### config.mk
export PLATFORM = sky130hd
export DESIGN_NAME = block_dispatcher
export DESIGN_NICKNAME = d
export VERILOG_FILES = /design/src/rtl/block_dispatcher.sv
export SDC_FILE = /design/constraint.sdc
export NUM_CORES = 1
export LEC_CHECK = 0
export ABC_AREA = 1
export CAP_MARGIN = 20
export CORE_MARGIN = 3
export CORE_UTILIZATION = 50
export CTS_CLUSTER_SIZE = 10
export DETAILED_ROUTE_END_ITERATION = 10
export GPL_TIMING_DRIVEN = 0
export PLACE_DENSITY = 0.76
export SYNTH_ARGS = -nofsm -noshare
export SYNTH_HDL_FRONTEND = slang
export SYNTH_SLANG_ARGS = --single-unit
### constraint.sdc
create_clock -name i_Clock -period 3.13 [get_ports i_Clock]
set_input_delay 0.939 -clock i_Clock [delete_from_list [all_inputs] [get_ports i_Clock]]
set_output_delay 0.939 -clock i_Clock [all_outputs]
set_load 0.01 [all_outputs]
### src/rtl/block_dispatcher.sv
// Block dispatcher: walks the nr x nc grid of C blocks in row-major order and
// hands each (row, column) index pair to the lowest-numbered idle worker CU.
//
// Offer handshake: o_Indexes_Ready[c] rises together with stable index slices
// for CU c and holds until an edge samples i_Indexes_Received[c]=1; that edge
// retires the offer. Only one offer is outstanding at a time, and an
// acknowledge from a CU without a pending offer is ignored.
//
// A CU's busy flag clears only on a rising i_Result_Ready while the flag is
// set, so a result level left high from an earlier job never frees a CU that
// has just been given new work.
module block_dispatcher #(
  parameter int NUM_CU      = 2,
  parameter int index_width = 8
) (
  input  logic                          i_Clock,
  input  logic                          i_Reset,
  input  logic                          i_Start,
  input  logic [index_width-1:0]        i_Row_Blocks,
  input  logic [index_width-1:0]        i_Col_Blocks,
  output logic [NUM_CU*index_width-1:0] o_Row_Index,
  output logic [NUM_CU*index_width-1:0] o_Column_Index,
  output logic [NUM_CU-1:0]             o_Indexes_Ready,
  input  logic [NUM_CU-1:0]             i_Indexes_Received,
  input  logic [NUM_CU-1:0]             i_Result_Ready,
  output logic                          o_Busy,
  output logic                          o_Done,
  output logic [2:0]                    o_State
);

  localparam int SEL_W = (NUM_CU > 1) ? $clog2(NUM_CU) : 1;
  localparam logic [index_width-1:0] ONE = index_width'(1);

  typedef enum logic [2:0] {
    S_IDLE     = 3'd0,
    S_DISPATCH = 3'd1,
    S_OFFER    = 3'd2,
    S_DRAIN    = 3'd3,
    S_DONE     = 3'd4
  } state_t;

  state_t                 state_q, state_d;
  logic [index_width-1:0] nr_q, nc_q, i_q, j_q;
  logic [SEL_W-1:0]       sel_q, sel_d;
  logic [NUM_CU-1:0]      cu_busy_q, result_q, set_mask, rise;
  logic                   any_free, last_blk, grid_empty;
  logic                   accept, offer, ack_fire, enter_done;

  assign o_State = state_q;

  // Lowest-numbered free CU, plus the grid position tests.
  always_comb begin
    sel_d    = '0;
    any_free = 1'b0;
    for (int c = 0; c < NUM_CU; c++) begin
      if (!any_free && !cu_busy_q[c]) begin
        sel_d    = SEL_W'(c);
        any_free = 1'b1;
      end
    end
    grid_empty = (nr_q == '0) || (nc_q == '0);
    last_blk   = (i_q == nr_q - ONE) && (j_q == nc_q - ONE);
  end

  // State register.
  always_ff @(posedge i_Clock or negedge i_Reset) begin
    if (!i_Reset) state_q <= S_IDLE;
    else          state_q <= state_d;
  end

  // Next-state logic and the one-cycle action strobes that go with it.
  always_comb begin
    state_d    = state_q;
    accept     = 1'b0;
    offer      = 1'b0;
    ack_fire   = 1'b0;
    enter_done = 1'b0;
    case (state_q)
      S_IDLE, S_DONE: begin
        if (i_Start) begin
          accept  = 1'b1;
          state_d = S_DISPATCH;
        end
      end
      S_DISPATCH: begin
        if (grid_empty) begin
          enter_done = 1'b1;
          state_d    = S_DONE;
        end else if (any_free) begin
          offer   = 1'b1;
          state_d = S_OFFER;
        end
      end
      S_OFFER: begin
        if (i_Indexes_Received[sel_q]) begin
          ack_fire = 1'b1;
          state_d  = last_blk ? S_DRAIN : S_DISPATCH;
        end
      end
      S_DRAIN: begin
        if (cu_busy_q == '0) begin
          enter_done = 1'b1;
          state_d    = S_DONE;
        end
      end
      default: state_d = S_IDLE;
    endcase
  end

  // Job registers, grid walk and the registered offer outputs.
  always_ff @(posedge i_Clock or negedge i_Reset) begin
    if (!i_Reset) begin
      nr_q            <= '0;
      nc_q            <= '0;
      i_q             <= '0;
      j_q             <= '0;
      sel_q           <= '0;
      o_Row_Index     <= '0;
      o_Column_Index  <= '0;
      o_Indexes_Ready <= '0;
      o_Busy          <= 1'b0;
      o_Done          <= 1'b0;
    end else begin
      if (accept) begin
        nr_q   <= i_Row_Blocks;
        nc_q   <= i_Col_Blocks;
        i_q    <= '0;
        j_q    <= '0;
        o_Busy <= 1'b1;
        o_Done <= 1'b0;
      end
      if (enter_done) begin
        o_Busy <= 1'b0;
        o_Done <= 1'b1;
      end
      if (offer) begin
        sel_q                                       <= sel_d;
        o_Indexes_Ready[sel_d]                      <= 1'b1;
        o_Row_Index[sel_d*index_width +: index_width]    <= i_q;
        o_Column_Index[sel_d*index_width +: index_width] <= j_q;
      end
      if (ack_fire) begin
        o_Indexes_Ready[sel_q] <= 1'b0;
        if (j_q == nc_q - ONE) begin
          j_q <= '0;
          i_q <= i_q + ONE;
        end else begin
          j_q <= j_q + ONE;
        end
      end
    end
  end

  // Per-CU busy flags: set on the acknowledge edge, cleared by a fresh result.
  always_comb begin
    set_mask = ack_fire ? (NUM_CU'(1) << sel_q) : '0;
    rise     = i_Result_Ready & ~result_q;
  end

  // Busy flag and result history registers.
  always_ff @(posedge i_Clock or negedge i_Reset) begin
    if (!i_Reset) begin
      cu_busy_q <= '0;
      result_q  <= '0;
    end else begin
      result_q  <= i_Result_Ready;
      cu_busy_q <= (cu_busy_q & ~rise) | set_mask;
    end
  end

endmodule

=== Word level (Yosys, flattened, before mapping) ===
Cells that the tools add are included.

* Logic and storage cells: 99
* Flip-flop bits (word level): 76
* Bits of input ports: 23
* Output and inout port bits: 39

* Reductions and logical operators: 14
* Magnitude comparators: 4
* Add/subtract/negate cells: 5
* Muxes and demuxes: 41
* Equal/unequal tests: 10
* Shift-type cells: 4
* Bitwise logic cells: 8

{| class="wikitable"
|+ Operators by type and width
! kind !! count
|-
| 8-bit by 34-bit indexed part select with 16-bit output || 2
|-
| 8-bit 2-to-1 mux || 6
|-
| 4-bit negator with 34-bit output || 1
|-
| 8-bit by 34-bit variable shift with 16-bit output (first input constant) || 1
|-
| 16-bit bitwise mux || 2
|-
| 1-bit 2-to-1 mux || 20
|-
| 8-bit by 1-bit adder with 8-bit output (second input constant) || 2
|-
| 8-bit equality test || 2
|-
| 8-bit logical NOT || 2
|-
| 8-bit by 1-bit subtractor with 8-bit output (second input constant) || 2
|-
| 3-bit 2-to-1 mux || 5
|-
| 3-bit one-hot mux with 4 select lines || 1
|-
| 2-bit 2-to-1 mux || 4
|-
| 2-bit bitwise AND || 3
|-
| 3-bit by 2-bit equality test with 1-bit output (second input constant) || 2
|-
| 2-bit != test (second input constant) || 3
|-
| 2-bit NOT || 3
|-
| 1-bit logical AND || 4
|-
| 1-bit by 2-bit < comparator with 1-bit output (second input constant) || 2
|-
| 2-bit OR || 2
|-
| 4-bit AND reduction || 1
|-
| 2-bit nonzero test || 2
|-
| 3-bit by 1-bit equality test with 1-bit output (second input constant) || 1
|-
| 3-bit equality test (second input constant) || 1
|-
| other kinds (10) || 12
|}

=== Logic depth before layout (Yosys ltp) ===
Gate-level depths: netlist (run 1).

* Word-level depth: 11
* Mapped depth: 16
* Mapped depth without buffers: 16

=== Worst setup path before layout (run 1) ===
OpenSTA, ideal clock, no wires.

* Path type: input port to flip-flop
* From: input port i_Start
* To: register nc_q[6]
* Required time: 2.998 ns
* Setup time: 0.132 ns
* Buffers on the path: 2
* Stages on the path: 5
* Arrival: 1.667 ns
* Setup slack: 1.331 ns
* Cell sequence: inv_1 nor2_1 buf_2 clkbuf_1 o21ai_0

* Longest elaborated chain between the ends: 2

{| class="wikitable"
|+ Ends and longest elaborated chain
! what !! RTL line !! source
|-
| from (decl) || 18 || <nowiki>input logic i_Start,</nowiki>
|-
| 1-bit 2-to-1 mux || 80 || <nowiki>if (i_Start) begin</nowiki>
|-
| 1-bit 2-to-1 mux || 78 || <nowiki>case (state_q)</nowiki>
|-
| to (signal assigned) || 126 || <nowiki>nc_q <= i_Col_Blocks;</nowiki>
|-
| to (decl) || 43 || <nowiki>logic [index_width-1:0] nr_q, nc_q, i_q, j_q;</nowiki>
|}

Every way passes these cells.
A chain may end at the register's enable or synchronous reset.

=== Worst setup path in the final report (run 1) ===
* From: input port i_Start
* To: register nr_q[0]

* Longest elaborated chain between the ends: 2

{| class="wikitable"
|+ Ends and longest elaborated chain
! what !! RTL line !! source
|-
| 1-bit 2-to-1 mux || 80 ||
|-
| 1-bit 2-to-1 mux || 78 ||
|-
| to (signal assigned) || 125 || <nowiki>nr_q <= i_Row_Blocks;</nowiki>
|-
| to (decl) || 43 ||
|}

Every way passes these cells.

==> results.sh, run 1 <==
export IMPL_grt_max_degree=57
export IMPL_swShare_pct=39.0
export IMPL_setup_viol=0
export IMPL_nFillCells=607
export IMPL_cts_made_buffers=9
export IMPL_switching_power_uw=1620
export IMPL_finalCriticalPeriod_ns=2.30
export IMPL_relSlewSlack_pct=67.4
export IMPL_run_status="finished, final reports clean"
export IMPL_rsz0062_at_grt="false"
export IMPL_top_level_ports=62
export IMPL_drt_iter0_drc=149
export IMPL_ys_ff_latch=76
export IMPL_die_h_um=92.5
export IMPL_fin_ws_ns=0.830
export IMPL_p_int_uw=2530
export IMPL_nNetsFinal=561
export IMPL_p_per_area_nw_per_um2=876
export IMPL_final_cells=634
export IMPL_critPathKind="in2reg"
export IMPL_ys_async_sr_fraction_pct=100
export IMPL_dp_cells=618
export IMPL_drc=0
export IMPL_hold_class="in2async"
export IMPL_dp_hpwl_um=6760
export IMPL_cts_htree_levels=3
export IMPL_ys_seq_area_share_pct=50.9
export IMPL_final_area_sq_um=4730
export IMPL_synthToLayoutAreaGrowth_pct=26.6
export IMPL_final_common_cell="nand2_1"
export IMPL_rows=30
export IMPL_firstDrtPassIters=5
export IMPL_clock_sinks=76
export IMPL_clk_pin_slew_ns=0.08
export IMPL_fmax_mhz=435
export IMPL_cts_resized=0
export IMPL_hold_violations=0
export IMPL_p_leak_uw=0.00230
export IMPL_vias=3273
export IMPL_syn_instance_count=460
export IMPL_startpoint_type="primary input"
export IMPL_die_w_um=92.5
export IMPL_ys_flop_type="dfrtp_1"
export IMPL_netlist_area_sq_um=3740
export IMPL_routed_wl_um=9060
export IMPL_ir_worst_vdd_mv=0.541
export IMPL_overflow=0
export IMPL_gp_congestion=0.899
export IMPL_routedWlPerCell_um=14.3
export IMPL_initial_utilization_pct=53.2
export IMPL_pwr_share_comb_pct=42.1
export IMPL_core_sq_um=7020
export IMPL_dpl_cell_area_sq_um=4490
export IMPL_vias_per_cell=5.16
export IMPL_synth_area_per_cell_sq_um=8.12
export IMPL_yosys_cell_types_count=30
export IMPL_die_area_sq_um=8550
export IMPL_cts_tree="built"
export IMPL_clock_power_share_pct=21.9
export IMPL_period_share_pct=73.5
export IMPL_grt_antenna_before_repair=0
export IMPL_syn_nets=488
export IMPL_max_cap_violations=0
export IMPL_yosysTopAreaCell="dfrtp_1"
export IMPL_fin_skew_ns=0.00941
export IMPL_preCtsSetupSlack_ns=0.479
export IMPL_power_total_uw=4150
export IMPL_synthTopCellsByArea="dfrtp_1 (51%), nand2_1 (14%), o21ai_0 (5.0%)"
export IMPL_grt_pass1_wl_um=15500
export IMPL_synth_top_cell_area_share_pct=50.9
export IMPL_worstMarginPinSlew_ns=0.489
export IMPL_multi_input_area_sq_um=1570
export IMPL_ctsHoldBuffers=0
export IMPL_grt_pass1_vias=3295
export IMPL_cts_root_buffer="clkbuf_8"
export IMPL_synth_edf_count=0
export IMPL_port_buffers=61
export IMPL_grtUsageTotal_pct=22.9
export IMPL_diodes=0
export IMPL_final_cell_mix="nand2_1 (141), dfrtp_1 (76), clkdlybuf4s50_1 (60)"
export IMPL_final_antenna_net_count=0
export IMPL_cts_setup_buffers=0
export IMPL_drv_slew=0
export IMPL_clk_latency_ns=0.35
export IMPL_timing_setup_tns_ns=0
export IMPL_critPathCaptureType="register"
export IMPL_critPathMaxFanout=10
export IMPL_worst_ep_required_time_ns=3.34
export IMPL_clock_path_buffers=2
export IMPL_synth_warnings=0
export IMPL_cp_arrival_ns=2.51
export IMPL_seqCellArea_sq_um=1900
export IMPL_power_share_sequential_pct=36.0
export IMPL_drive_gt1_share_pct=7.43
==> power by group through the flow <==
stage                     combinational (uW)  sequential [uW]  clock (uW)
after floorplan                         1070             1530           0
after global routing                    1980             1530         941
final                                   1750             1490         909
after CTS                               1760             1490         907
after global placement                  1680             1500           0
after detailed placement                1740             1510           0
==> worst paths after layout <==
path / start / end / slack, ns / cells after the start
worst max-delay path: i_Start / nr_q[0]$_DFFE_PN0P_ / 0.83 / 6
min in group i_Clock: o_Column_Index[8]$_DFFE_PN0P_ / o_Column_Index[8]$_DFFE_PN0P_ / 0.49 / 2
worst min-delay path: i_Reset / nc_q[5]$_DFFE_PN0P_ / 0.47 / 1
worst max register to register: nc_q[0]$_DFFE_PN0P_ / i_q[0]$_DFF_PN0_ / 1.09 / 14
worst min register to register: o_Column_Index[8]$_DFFE_PN0P_ / o_Column_Index[8]$_DFFE_PN0P_ / 0.49 / 2
max in group asynchronous: i_Reset / o_Indexes_Ready[1]$_DFF_PN0_ / 2.11 / 2
==> registers in the layout, indices dropped and copies added (netlist names) <==
signal,flops
j_q,8
o_Indexes_Ready,2
o_Row_Index,16
o_Column_Index,16
nr_q,8
o_Done,1
cu_busy_q,2
i_q,8
o_Busy,1
sel_q,1
o_State,3
result_q,2
nc_q,8
==> critical path: stages <==
cell             delay, ns
clkdlybuf4s50_1       0.49
inv_1                 0.05
nor2_1                0.25
buf_2                 0.27
clkbuf_1              0.36
o21ai_0               0.15
==> metrics by stage <==
stage          util (%)  hold WS [ns]
2_1_floorplan         -         0.453
3_3_place_gp       63.7         0.465
3_5_place_dp       64.0         0.467
4_1_cts            67.4         0.475
5_1_grt            67.4         0.486
6_report           67.4         0.467
==> final cells by class <==
class | instances | share of cell area (%)
plain buffers | 13 | 1.59
clock buffers | 10 | 2.70
clock inverters | 6 | 2.38
inverters | 49 | 3.99
multi-input cells | 322 | 33.2
flip-flops and latches | 76 | 40.2
well taps | 96 | 2.54
repair buffers | 62 | 13.4
==> Yosys cell counts, drive strengths merged, types with 2 or more instances <==
cell type	n
buf	8
dfrtp	76
o21ai	39
xor2	13
nor2	46
nor3	7
nand2	143
inv	48
ha	5
nand4	4
nand3	34
xnor2	6
o21a	2
o22ai	6
a21oi	14
clkbuf	5
==> metal layers <==
layer,vias up,GRT usage [%],share of wire [%]
li1,1606,-,-
met1,1581,29.2,42
met2,75,38.5,51
met3,11,4.71,5.2
met4,0,7.92,1.5
met5,-,0,0
==> cells by family after synthesis <==
logic type / count (synthesis) / synth area share (%)
fa+ha+maj: 5 / 1.67
simple gates: 235 / 26.8
flops: 76 / 50.9
buf+inv: 62 / 7.06
xor+xnor: 19 / 4.45
compound gates: 63 / 9.11
Note: power is estimated with default switching activity, not from simulation.
==> run 2, diff against run 1 <==
--- a/config.mk
+++ b/config.mk
@@ -8,7 +8,7 @@
 export ABC_AREA = 1
 export CAP_MARGIN = 20
 export CORE_MARGIN = 3
-export CORE_UTILIZATION = 50
+export CORE_UTILIZATION = 48
 export CTS_CLUSTER_SIZE = 10
 export DETAILED_ROUTE_END_ITERATION = 10
 export GPL_TIMING_DRIVEN = 0
==> constraint.sdc (replaced) <==
create_clock -name i_Clock -period 2.1 [get_ports i_Clock]
set_input_delay 0.63 -clock i_Clock [delete_from_list [all_inputs] [get_ports i_Clock]]
set_output_delay 0.63 -clock i_Clock [all_outputs]
set_load 0.01 [all_outputs]
==> results.sh, run 2 (synthesis results as in run 1) <==
export IMPL_fmax_mhz=502
export IMPL_final_cells=640
export IMPL_period_share_pct=94.9
export IMPL_drc=0
export IMPL_run_status="finished, final reports clean"
export IMPL_largest_registers="o_Column_Index: 16 flops, o_Row_Index: 16 flops"
export IMPL_overflow=0
export IMPL_seqCellArea_sq_um=1900
export IMPL_reg2reg_depth=10
export IMPL_grt_pass1_vias=3261
export IMPL_drt_iter0_drc=236
export IMPL_top_level_ports=62
export IMPL_routedWlPerCell_um=14.6
export IMPL_rr_startpoint="nr_q[0]$_DFFE_PN0P_"
export IMPL_cpMaxStageDelayCell="clkdlybuf4s50_1"
export IMPL_synthToLayoutAreaGrowth_pct=28.0
export IMPL_diodes=0
export IMPL_die_h_um=94.2
export IMPL_cts_root_buffer="clkbuf_8"
export IMPL_p_per_area_nw_per_um2=1310
export IMPL_ir_worst_vdd_mv=0.529
export IMPL_clk_latency_ns=0.35
export IMPL_ctsHoldBuffers=0
export IMPL_preCtsSetupSlack_ns=-0.245
export IMPL_drv_slew=0
export IMPL_hold_violations=0
export IMPL_grt_antenna_before_repair=0
export IMPL_cts_tree="built"
export IMPL_reg2reg_to="o_Column_Index[3]$_DFFE_PN0P_"
export IMPL_cp_top_family="buffers and inverters"
export IMPL_die_w_um=94.2
export IMPL_nFillCells=628
export IMPL_die_area_sq_um=8880
export IMPL_startpoint_type="register"
export IMPL_finalCriticalPeriod_ns=1.99
export IMPL_grt_max_degree=41
export IMPL_ff2ff_setup_slack_ns=0.16
export IMPL_cts_htree_levels=3
export IMPL_drive_gt1_share_pct=9.98
export IMPL_rows=31
export IMPL_final_antenna_net_count=0
export IMPL_timing_setup_tns_ns=0
export IMPL_worst_ep_required_time_ns=1.47
export IMPL_nNetsFinal=564
export IMPL_grt_pass1_wl_um=15000
export IMPL_power_total_uw=6260
export IMPL_holdWs_ns=0.242
export IMPL_firstDrtPassIters=4
export IMPL_cp_arrival_ns=1.36
export IMPL_rsz0062_at_grt="false"
export IMPL_grtUsageTotal_pct=21.8
export IMPL_clk_pin_slew_ns=0.08
export IMPL_multi_input_area_sq_um=1620
export IMPL_critPathKind="reg2out"
export IMPL_relSlewSlack_pct=62.6
export IMPL_crit_buf_inv=1
export IMPL_p_leak_uw=0.00231
export IMPL_vias=3307
export IMPL_final_common_cell="nand2_1"
export IMPL_routed_wl_um=9330
export IMPL_initial_utilization_pct=50.4
export IMPL_critPathCaptureType="primary output"
export IMPL_vias_per_cell=5.17
export IMPL_max_cap_violations=0
export IMPL_slowest_delay_ns=0.58
export IMPL_fin_ws_ns=0.107
export IMPL_critPathMaxFanout=5
export IMPL_final_cell_mix="nand2_1 (138), dfrtp_1 (76), clkdlybuf4s50_1 (60)"
export IMPL_fin_skew_ns=0.00877
export IMPL_worstMarginPinSlew_ns=0.562
export IMPL_setup_viol=0
export IMPL_dp_cells=621
export IMPL_clock_path_buffers=2
export IMPL_worstPathCellList="clkdlybuf4s50_1"
export IMPL_clock_sinks=76
export IMPL_core_sq_um=7410
export IMPL_gp_congestion=0.860
export IMPL_cts_made_buffers=9
export IMPL_hold_class="in2async"
export IMPL_port_buffers=61
export IMPL_dp_hpwl_um=6820
## run 2: cell types whose count changed in the layout (fill, tap and decap cells not counted), sizes merged
cell      delta
bufinv       -1
clkinvlp     +1
buf          +3
nand2        +1
clkinv       -1
## run 2: how the worst max path moves through the flow
stage,from,endpoint,slack (ns),depth (start not counted)
after floorplan,nc_q[0]$_DFFE_PN0P_,i_q[2]$_DFF_PN0_,0.38,11
after global placement,i_Reset,o_Row_Index[5]$_DFFE_PN0P_,-2.17,1
after detailed placement,i_Start,nr_q[1]$_DFFE_PN0P_,-0.24,6
after CTS,nc_q[0]$_DFFE_PN0P_,i_q[3]$_DFF_PN0_,0.05,14
after global routing,o_State[2]$_DFFE_PN0P_,j_q[7]$_DFFE_PN0P_,0.002,8
final,o_State[1]$_DFFE_PN0P_,o_State[1],0.11,1
## run 2: where the power goes
| part | leakage, uW | switching (uW) | internal, uW |
|---|---|---|---|
| Sequential | 0.000986 | 367 | 1870 |
| Clock | 0.000110 | 551 | 706 |
| Combinational | 0.00121 | 1570 | 1200 |
## run 2: what timing repair did
action,4_1_cts,5_1_grt
setup endpoints to repair,0,25
buffers inserted,0,3
endpoints found under the hold margin,0,0
gates resized for setup,0,13
## run 2: stage by stage
step | cell area, sq um | utilization, %
floorplan | 3740 | -
global placement | 4470 | 60.4
detailed placement | 4490 | 60.6
CTS | 4720 | 63.7
global route | 4780 | 64.6
finish | 4780 | 64.6
## run 2: layout make-up
cell class	count	area share, %
sequential	76	39.8
multi-input combinational	323	33.8
timing repair buffer	65	13.6
inverter	49	4.00
clock buffer	11	2.96
tap	99	2.59
clock inverter	5	1.78
buffer	12	1.49
## run 2: metal layers
metal  track usage, %  part of all wire (%)  wire length (um)
met3             5.93                   5.6               523
met4             6.74                  0.73                68
met2             36.9                    51              4800
met5                0                     0                 0
met1             27.0                    42              3940
